`src/rtl/edfic_pkg.sv`:
```
// Shared types and helpers for the EDF interrupt nesting controller.
// Holds the handshake state encoding and the wrap-safe deadline comparison.
package edfic_pkg;

    typedef enum logic [1:0] {
        IDLE,
        OFFER,
        CLAIM,
        SETTLE
    } nest_state_e;

    localparam int unsigned MaxDlW = 64;

    // Operands are zero-extended by the caller; only the low w bits of the
    // difference matter, so the result is the sign of (a - b) mod 2^w.
    function automatic logic earlier_than(input logic [MaxDlW-1:0] a,
                                          input logic [MaxDlW-1:0] b,
                                          input int unsigned       w);
        logic [MaxDlW-1:0] diff;
        diff = a - b;
        return diff[6'(w - 1)];
    endfunction

endpackage

```
`src/rtl/edfic_dl_stack.sv`:
```
// LIFO of absolute deadlines for nested in-service interrupts.
// Supports push, pop and a combined pop+push that replaces the top entry.
module edfic_dl_stack
    import edfic_pkg::*;
#(
    parameter  int unsigned Depth   = 4,
    parameter  int unsigned DlWidth = 24,
    localparam int unsigned DepthW  = $clog2(Depth + 1)
) (
    input  logic               clk_i,
    input  logic               rst_i,
    input  logic               push_i,
    input  logic               pop_i,
    input  logic [DlWidth-1:0] data_i,
    output logic [DlWidth-1:0] top_o,
    output logic [DepthW-1:0]  depth_o,
    output logic               empty_o,
    output logic               full_o
);

    localparam int unsigned AddrW = (Depth > 1) ? $clog2(Depth) : 1;

    logic [DlWidth-1:0] mem [Depth];
    logic [DepthW-1:0]  count_q;
    logic [DepthW-1:0]  top_ptr;
    logic [DepthW-1:0]  wr_ptr;
    logic               do_pop;
    logic               do_push;

    assign empty_o = (count_q == '0);
    assign full_o  = (count_q == DepthW'(Depth));
    assign depth_o = count_q;

    assign do_pop  = pop_i & ~empty_o;
    assign do_push = push_i & (~full_o | do_pop);
    assign top_ptr = count_q - DepthW'(1);
    // A simultaneous pop+push overwrites the current top slot.
    assign wr_ptr  = do_pop ? top_ptr : count_q;

    assign top_o = empty_o ? '0 : mem[top_ptr[AddrW-1:0]];

    always_ff @(posedge clk_i) begin
        if (rst_i) begin
            count_q <= '0;
        end else begin
            count_q <= count_q + DepthW'(do_push) - DepthW'(do_pop);
        end
    end

    always_ff @(posedge clk_i) begin
        if (do_push) begin
            mem[wr_ptr[AddrW-1:0]] <= data_i;
        end
    end

endmodule

```
`src/rtl/edfic_nest_ctrl.sv`:
```
// Claim/complete sequencer between the EDF controller and one hart.
// Offers the arbitration winner only when it pre-empts the running handler.
module edfic_nest_ctrl
    import edfic_pkg::*;
#(
    parameter  int unsigned NrIrqs  = 4,
    parameter  int unsigned DlWidth = 24,
    parameter  int unsigned Depth   = 4,
    localparam int unsigned IdWidth = $clog2(NrIrqs),
    localparam int unsigned DepthW  = $clog2(Depth + 1)
) (
    input  logic               clk_i,
    input  logic               rst_i,
    input  logic               arb_valid_i,
    input  logic [IdWidth-1:0] arb_id_i,
    input  logic [DlWidth-1:0] arb_dl_i,
    input  logic [DlWidth-1:0] mtime_i,
    output logic               edfic_ack_o,
    output logic [IdWidth-1:0] edfic_id_o,
    output logic               irq_o,
    output logic [IdWidth-1:0] irq_id_o,
    input  logic               irq_ack_i,
    input  logic               cmpl_i,
    output logic [DepthW-1:0]  depth_o,
    output logic [DlWidth-1:0] cur_dl_o,
    output logic               err_o
);

    nest_state_e        state_q, state_d;
    logic [IdWidth-1:0] id_q;
    logic [DlWidth-1:0] dl_q;
    logic [DlWidth-1:0] cand;
    logic [DlWidth-1:0] top_dl;
    logic               empty, full;
    logic               eligible;
    logic               latch;
    logic               push;
    logic               err_q;

    assign cand     = arb_dl_i + mtime_i;
    assign eligible = arb_valid_i & ~full &
                      (empty | earlier_than(MaxDlW'(cand), MaxDlW'(top_dl), DlWidth));

    edfic_dl_stack #(
        .Depth   (Depth),
        .DlWidth (DlWidth)
    ) u_stack (
        .clk_i   (clk_i),
        .rst_i   (rst_i),
        .push_i  (push),
        .pop_i   (cmpl_i),
        .data_i  (dl_q),
        .top_o   (top_dl),
        .depth_o (depth_o),
        .empty_o (empty),
        .full_o  (full)
    );

    always_comb begin
        state_d     = state_q;
        latch       = 1'b0;
        push        = 1'b0;
        irq_o       = 1'b0;
        edfic_ack_o = 1'b0;
        unique case (state_q)
            IDLE: begin
                if (eligible) begin
                    latch   = 1'b1;
                    state_d = OFFER;
                end
            end
            OFFER: begin
                irq_o = 1'b1;
                if (irq_ack_i) begin
                    push    = 1'b1;
                    state_d = CLAIM;
                end else if (!arb_valid_i || arb_id_i != id_q) begin
                    state_d = IDLE;
                end
            end
            CLAIM: begin
                edfic_ack_o = 1'b1;
                state_d     = SETTLE;
            end
            SETTLE:  state_d = IDLE;
            default: state_d = IDLE;
        endcase
    end

    always_ff @(posedge clk_i) begin
        if (rst_i) begin
            state_q <= IDLE;
            id_q    <= '0;
            err_q   <= 1'b0;
        end else begin
            state_q <= state_d;
            if (latch) begin
                id_q <= arb_id_i;
            end
            err_q <= err_q | (irq_ack_i & (state_q != OFFER)) | (cmpl_i & empty);
        end
    end

    always_ff @(posedge clk_i) begin
        if (latch) begin
            dl_q <= cand;
        end
    end

    assign irq_id_o   = irq_o ? id_q : '0;
    assign edfic_id_o = id_q;
    assign cur_dl_o   = top_dl;
    assign err_o      = err_q;

endmodule

```
`config.mk`:
```
export PLATFORM = sky130hd
export DESIGN_NAME = edfic_nest_ctrl
export DESIGN_NICKNAME = d
export VERILOG_FILES = /design/src/rtl/edfic_pkg.sv /design/src/rtl/edfic_dl_stack.sv /design/src/rtl/edfic_nest_ctrl.sv
export SDC_FILE = /design/constraint.sdc
export NUM_CORES = 1
export LEC_CHECK = 0
export ABC_CLOCK_PERIOD_IN_PS = 17400
export CAP_MARGIN = 10
export CORE_MARGIN = 10
export CORE_UTILIZATION = 61
export CTS_BUF_LIST = sky130_fd_sc_hd__clkbuf_4
export CTS_CLUSTER_DIAMETER = 80
export DETAILED_ROUTE_END_ITERATION = 8
export PLACE_DENSITY = 0.87
export SLEW_MARGIN = 20
export SYNTH_ARGS = -nofsm -noshare
export SYNTH_HDL_FRONTEND = slang
export SYNTH_SLANG_ARGS = --single-unit
```
`constraint.sdc`:
```
create_clock -name clk_i -period 17.4 [get_ports clk_i]
set_input_delay 4.35 -clock clk_i [delete_from_list [all_inputs] [get_ports clk_i]]
set_output_delay 4.35 -clock clk_i [all_outputs]
set_load 0.03 [all_outputs]
```
==> impl_results.md <==
* Library cells used by synthesis at just over 60
* Slew @ Worst Pin at ~0.74 ns
* # fillers at about 690
* Clock Tree Buf Depth at 2
* Cell Area, Synth at 0.00667 mm^2
* R2R depth at 15
* H-tree depth at 4
* Antenna violations before repair at 1
* Die Footprint at 0.0155 mm^2
* Commonest non-fill, non-tap cell in the layout: edfxtp_1
* Reg2reg end: dl_q[15]
* Core area at ~0.011 mm^2
* CTS Root Cell: clkbuf_4
* Met1 Track Usage GR at 0.226
* Hold path depth at 0
* Final Hold Viols at 0
* Post-CTS Resized at 0
* Ys Warns at 0
* Ys async rst share at 0
* Setup_tns at 0 ns
* Iteration count of the initial detailed-routing pass at 8
* Post-layout util at 0.744
* Hold buffer count at CTS at 0
* Global route overflow at 0
* # clock sinks at ~130
* Fmax at 0.107 GHz
* DP Area at slightly below 0.008 mm^2
* Max stage delay on crit path at 0.72 ns
* Seq/Total Area, Yosys at 0.564
* CTS Buf Count at 17
* Slowest stage cell, crit path: o2111a_2
* RSZ-0062 raised after global routing: false
* Psw at between 0.5 and 0.6 mW
* First-pass GRT wire length at 24000 um
* Final wirelength at 15000 um
* Clock power share at 0.161
* Latest clock arrival within the worst-skew pair at between 0.5 and 0.6 ns
* Area grow syn2layout at 20.5%
* GRT met2 Usage at 0.322
* Hold Path Sink: u_stack.mem[3][5]
* Max_cap viols at 0
* Final #Nets at between 700 and 800
* Kind of critical path: in -> reg
* Required time of the critical path at ~18 ns
* Top cell type's share of synthesized area at 0.540
* VDD IR max at approximately 0.11 mV
* Syn_nets at 624
* Finished Layout Cells at slightly below 800
* Port bufs at between 80 and 90
* Combinational power share at 0.492
* CP Cell Sequence: clkdlybuf4s50_1 > ha_1 > fa_1 > a21oi_1 > o21ai_0 > a21oi_1 > nor2b_1 > o21ai_0 > or3_1 > nand2_1 > nor2_1 > xnor2_1 > ha_1 > a211o_1 > a21oi_1 > o21ai_1 > a31o_1 > a221oi_2 > xor2_2 > xnor2_1 > o2111a_2
* Endpoints failing setup at 0
* Crit path buffers/inverters at 1
* Reg2Reg Setup Slack at about 12 ns
* Pwr Total at between 1 and 1.5 mW
* Sequential share of power at 0.347
* CP max FO at 26
* Worst path top cell family by delay: compound AO/OA/AOI/OAI gates
* Via count at ~4600
* DP HPWL at between 10000 and 15000 um
* Internal Power at 0.771 mW
* Post-synth EDFFs at between 100 and 150
* Largest net degree at the start of global routing at 49
* Layout cell share with drive strength beyond 1 at 0.125
* Vias in the first global route at about 4700
* Gate count of the mapped netlist at approximately 520
* Vias/cell at 5.97
* Switching Fraction at 0.402
* Final instance area at roughly 0.0080 mm^2
* Leakage power at about 3.0 nW
* Placed insts at 740
* Wire length per cell at between 15 and 20 um
* CTS tree: done
* # rows at 38
* Pre-CTS setup slack at about 7.6 ns
* Routing usage on met3 at 0.0502
* Routability cong. at approximately 0.94
* Post-route setup slack at 8.04 ns
* Synth top area cells: edfxtp_1 (54%), ha_1 (9.0%), mux2_2 (3.7%), mux2i_1 (3.6%), nand2_1 (2.6%)
* Slew margin rel. at 0.506
* Worst hold slack at 0.507 ns
* Period minus WS final at 9.36 ns
* Status: finished, final reports clean
* I/O pin count at just under 90
* Seq cells post-synth at roughly 130
* Final clock skew at 0.0204 ns
* Most frequent CP cell: a21oi_1
* Most frequent cells in the layout: edfxtp_1 (120), clkdlybuf4s50_1 (88), ha_1 (47)
* Hold_sp: dl_q[5]
* Crit end category: flop
* Initial Util at 0.618
* GRT Util Overall at 0.191
* Ys flop type: edfxtp_1
* FF-to-FF Start: u_stack.depth_o[0]
* Area leader, netlist: edfxtp_1
* Horiz. Die Dim at 125 um
* # DRC at 0
* Pwr/cell area at roughly 160 mW/mm^2
* Reg clk slew, reported paths at around 0.11 ns
* Most used routing layer: met2
* Tcrit/Tclk final at 0.538
* Postcts setup bufs at 0
* ANT nets after route at 0
* Final Slew Violations at 0
* Critical Path AT at about 9.5 ns
* Die Ht at about 120 um
* Syn Area/Cell at 12.8 um^2
* Iteration-0 DRC Markers at about 370
* Type of the most critical hold path: reg -> reg
* Startpoint Class: input port
## worst reg2reg max path: cells and delay by family, from the launching register on
family | cells | cell delay (ns)
xor gates and xnor gates | 2 | 0.36
adders and majority gates | 2 | 0.65
muxes | 1 | 0.44
AOI/OAI and AO/OA | 7 | 2.12
buffers and inverters | 3 | 1.20
DFF | 1 | 0.33
## cells in the mapped netlist (6+ instances only)
cell      count
edfxtp_1    120
ha_1         48
nand2_1      46
inv_1        36
nor2_1       26
mux2i_1      24
a21oi_1      22
mux2_2       22
o211ai_1     22
xnor2_1      17
o21ai_0      15
dfxtp_1       8
nand3_1       8
nor3_1        8
xor2_1        8
nor2b_1       7
a21o_1        6
buf_1         6
clkbuf_1      6
## registers in the layout, summed over array words and instances, names as in the netlist, named ones only
| register | flops |
|---|---|
| dl_q | 24 |
| edfic_id_o | 2 |
| err_o | 1 |
| state_q | 1 |
| u_stack.depth_o | 3 |
| u_stack.mem | 96 |
## power by group through the flow
stage	Clock [mW]	Sequential [mW]	Combinational, mW
6_report	0.207	0.448	0.634
5_1_grt	0.224	0.453	0.682
4_1_cts	0.209	0.447	0.636
3_5_place_dp	0	0.454	0.631
3_3_place_gp	0	0.448	0.606
2_1_floorplan	0	0.453	0.411
## how the worst max path moves through the flow
stage,depth (start not counted),to,slack [ns],startpoint
after floorplan,20,dl_q[0],8.79,arb_dl_i[0]
after global placement,21,dl_q[17],7.72,arb_dl_i[0]
after detailed placement,21,dl_q[17],7.56,arb_dl_i[0]
after CTS,21,dl_q[15],8.07,arb_dl_i[0]
after global routing,21,dl_q[15],7.77,arb_dl_i[0]
final,21,dl_q[15],8.04,arb_dl_i[0]
## cells by family (layout without fill, tap and decap cells)
family / after synthesis / in the layout / share of synthesized area
AO/OA/AOI/OAI: 98 / 98 / 0.110
XOR/XNOR: 27 / 27 / 0.0377
adder cells (fa/ha/maj): 50 / 50 / 0.0961
buffers and inverters: 50 / 163 / 0.0295
flip-flops: 128 / 128 / 0.564
multiplexers: 48 / 48 / 0.0805
other: 0 / 1 / 0
AND/OR/NAND/NOR: 118 / 118 / 0.0822
## routing by layer
layer  up-vias  part of all wire
met4         0             0.025
met1      2220              0.40
met5         -                 0
li1       2150                 -
met3        37             0.069
met2       207              0.50
## cell type report
| class | instances | area, um^2 | area share |
|---|---|---|---|
| repair buffers | 95 | 933 | 0.116 |
| clock inverters | 15 | 169 | 0.0210 |
| clock buffers | 17 | 128 | 0.0159 |
| flip-flops and latches | 128 | 3760 | 0.469 |
| well taps | 140 | 175 | 0.0218 |
| inverters | 36 | 135 | 0.0168 |
| diodes | 1 | 2.50 | 0.000312 |
| multi-input cells | 341 | 2730 | 0.339 |
Power figures use the tool's default switching activity.
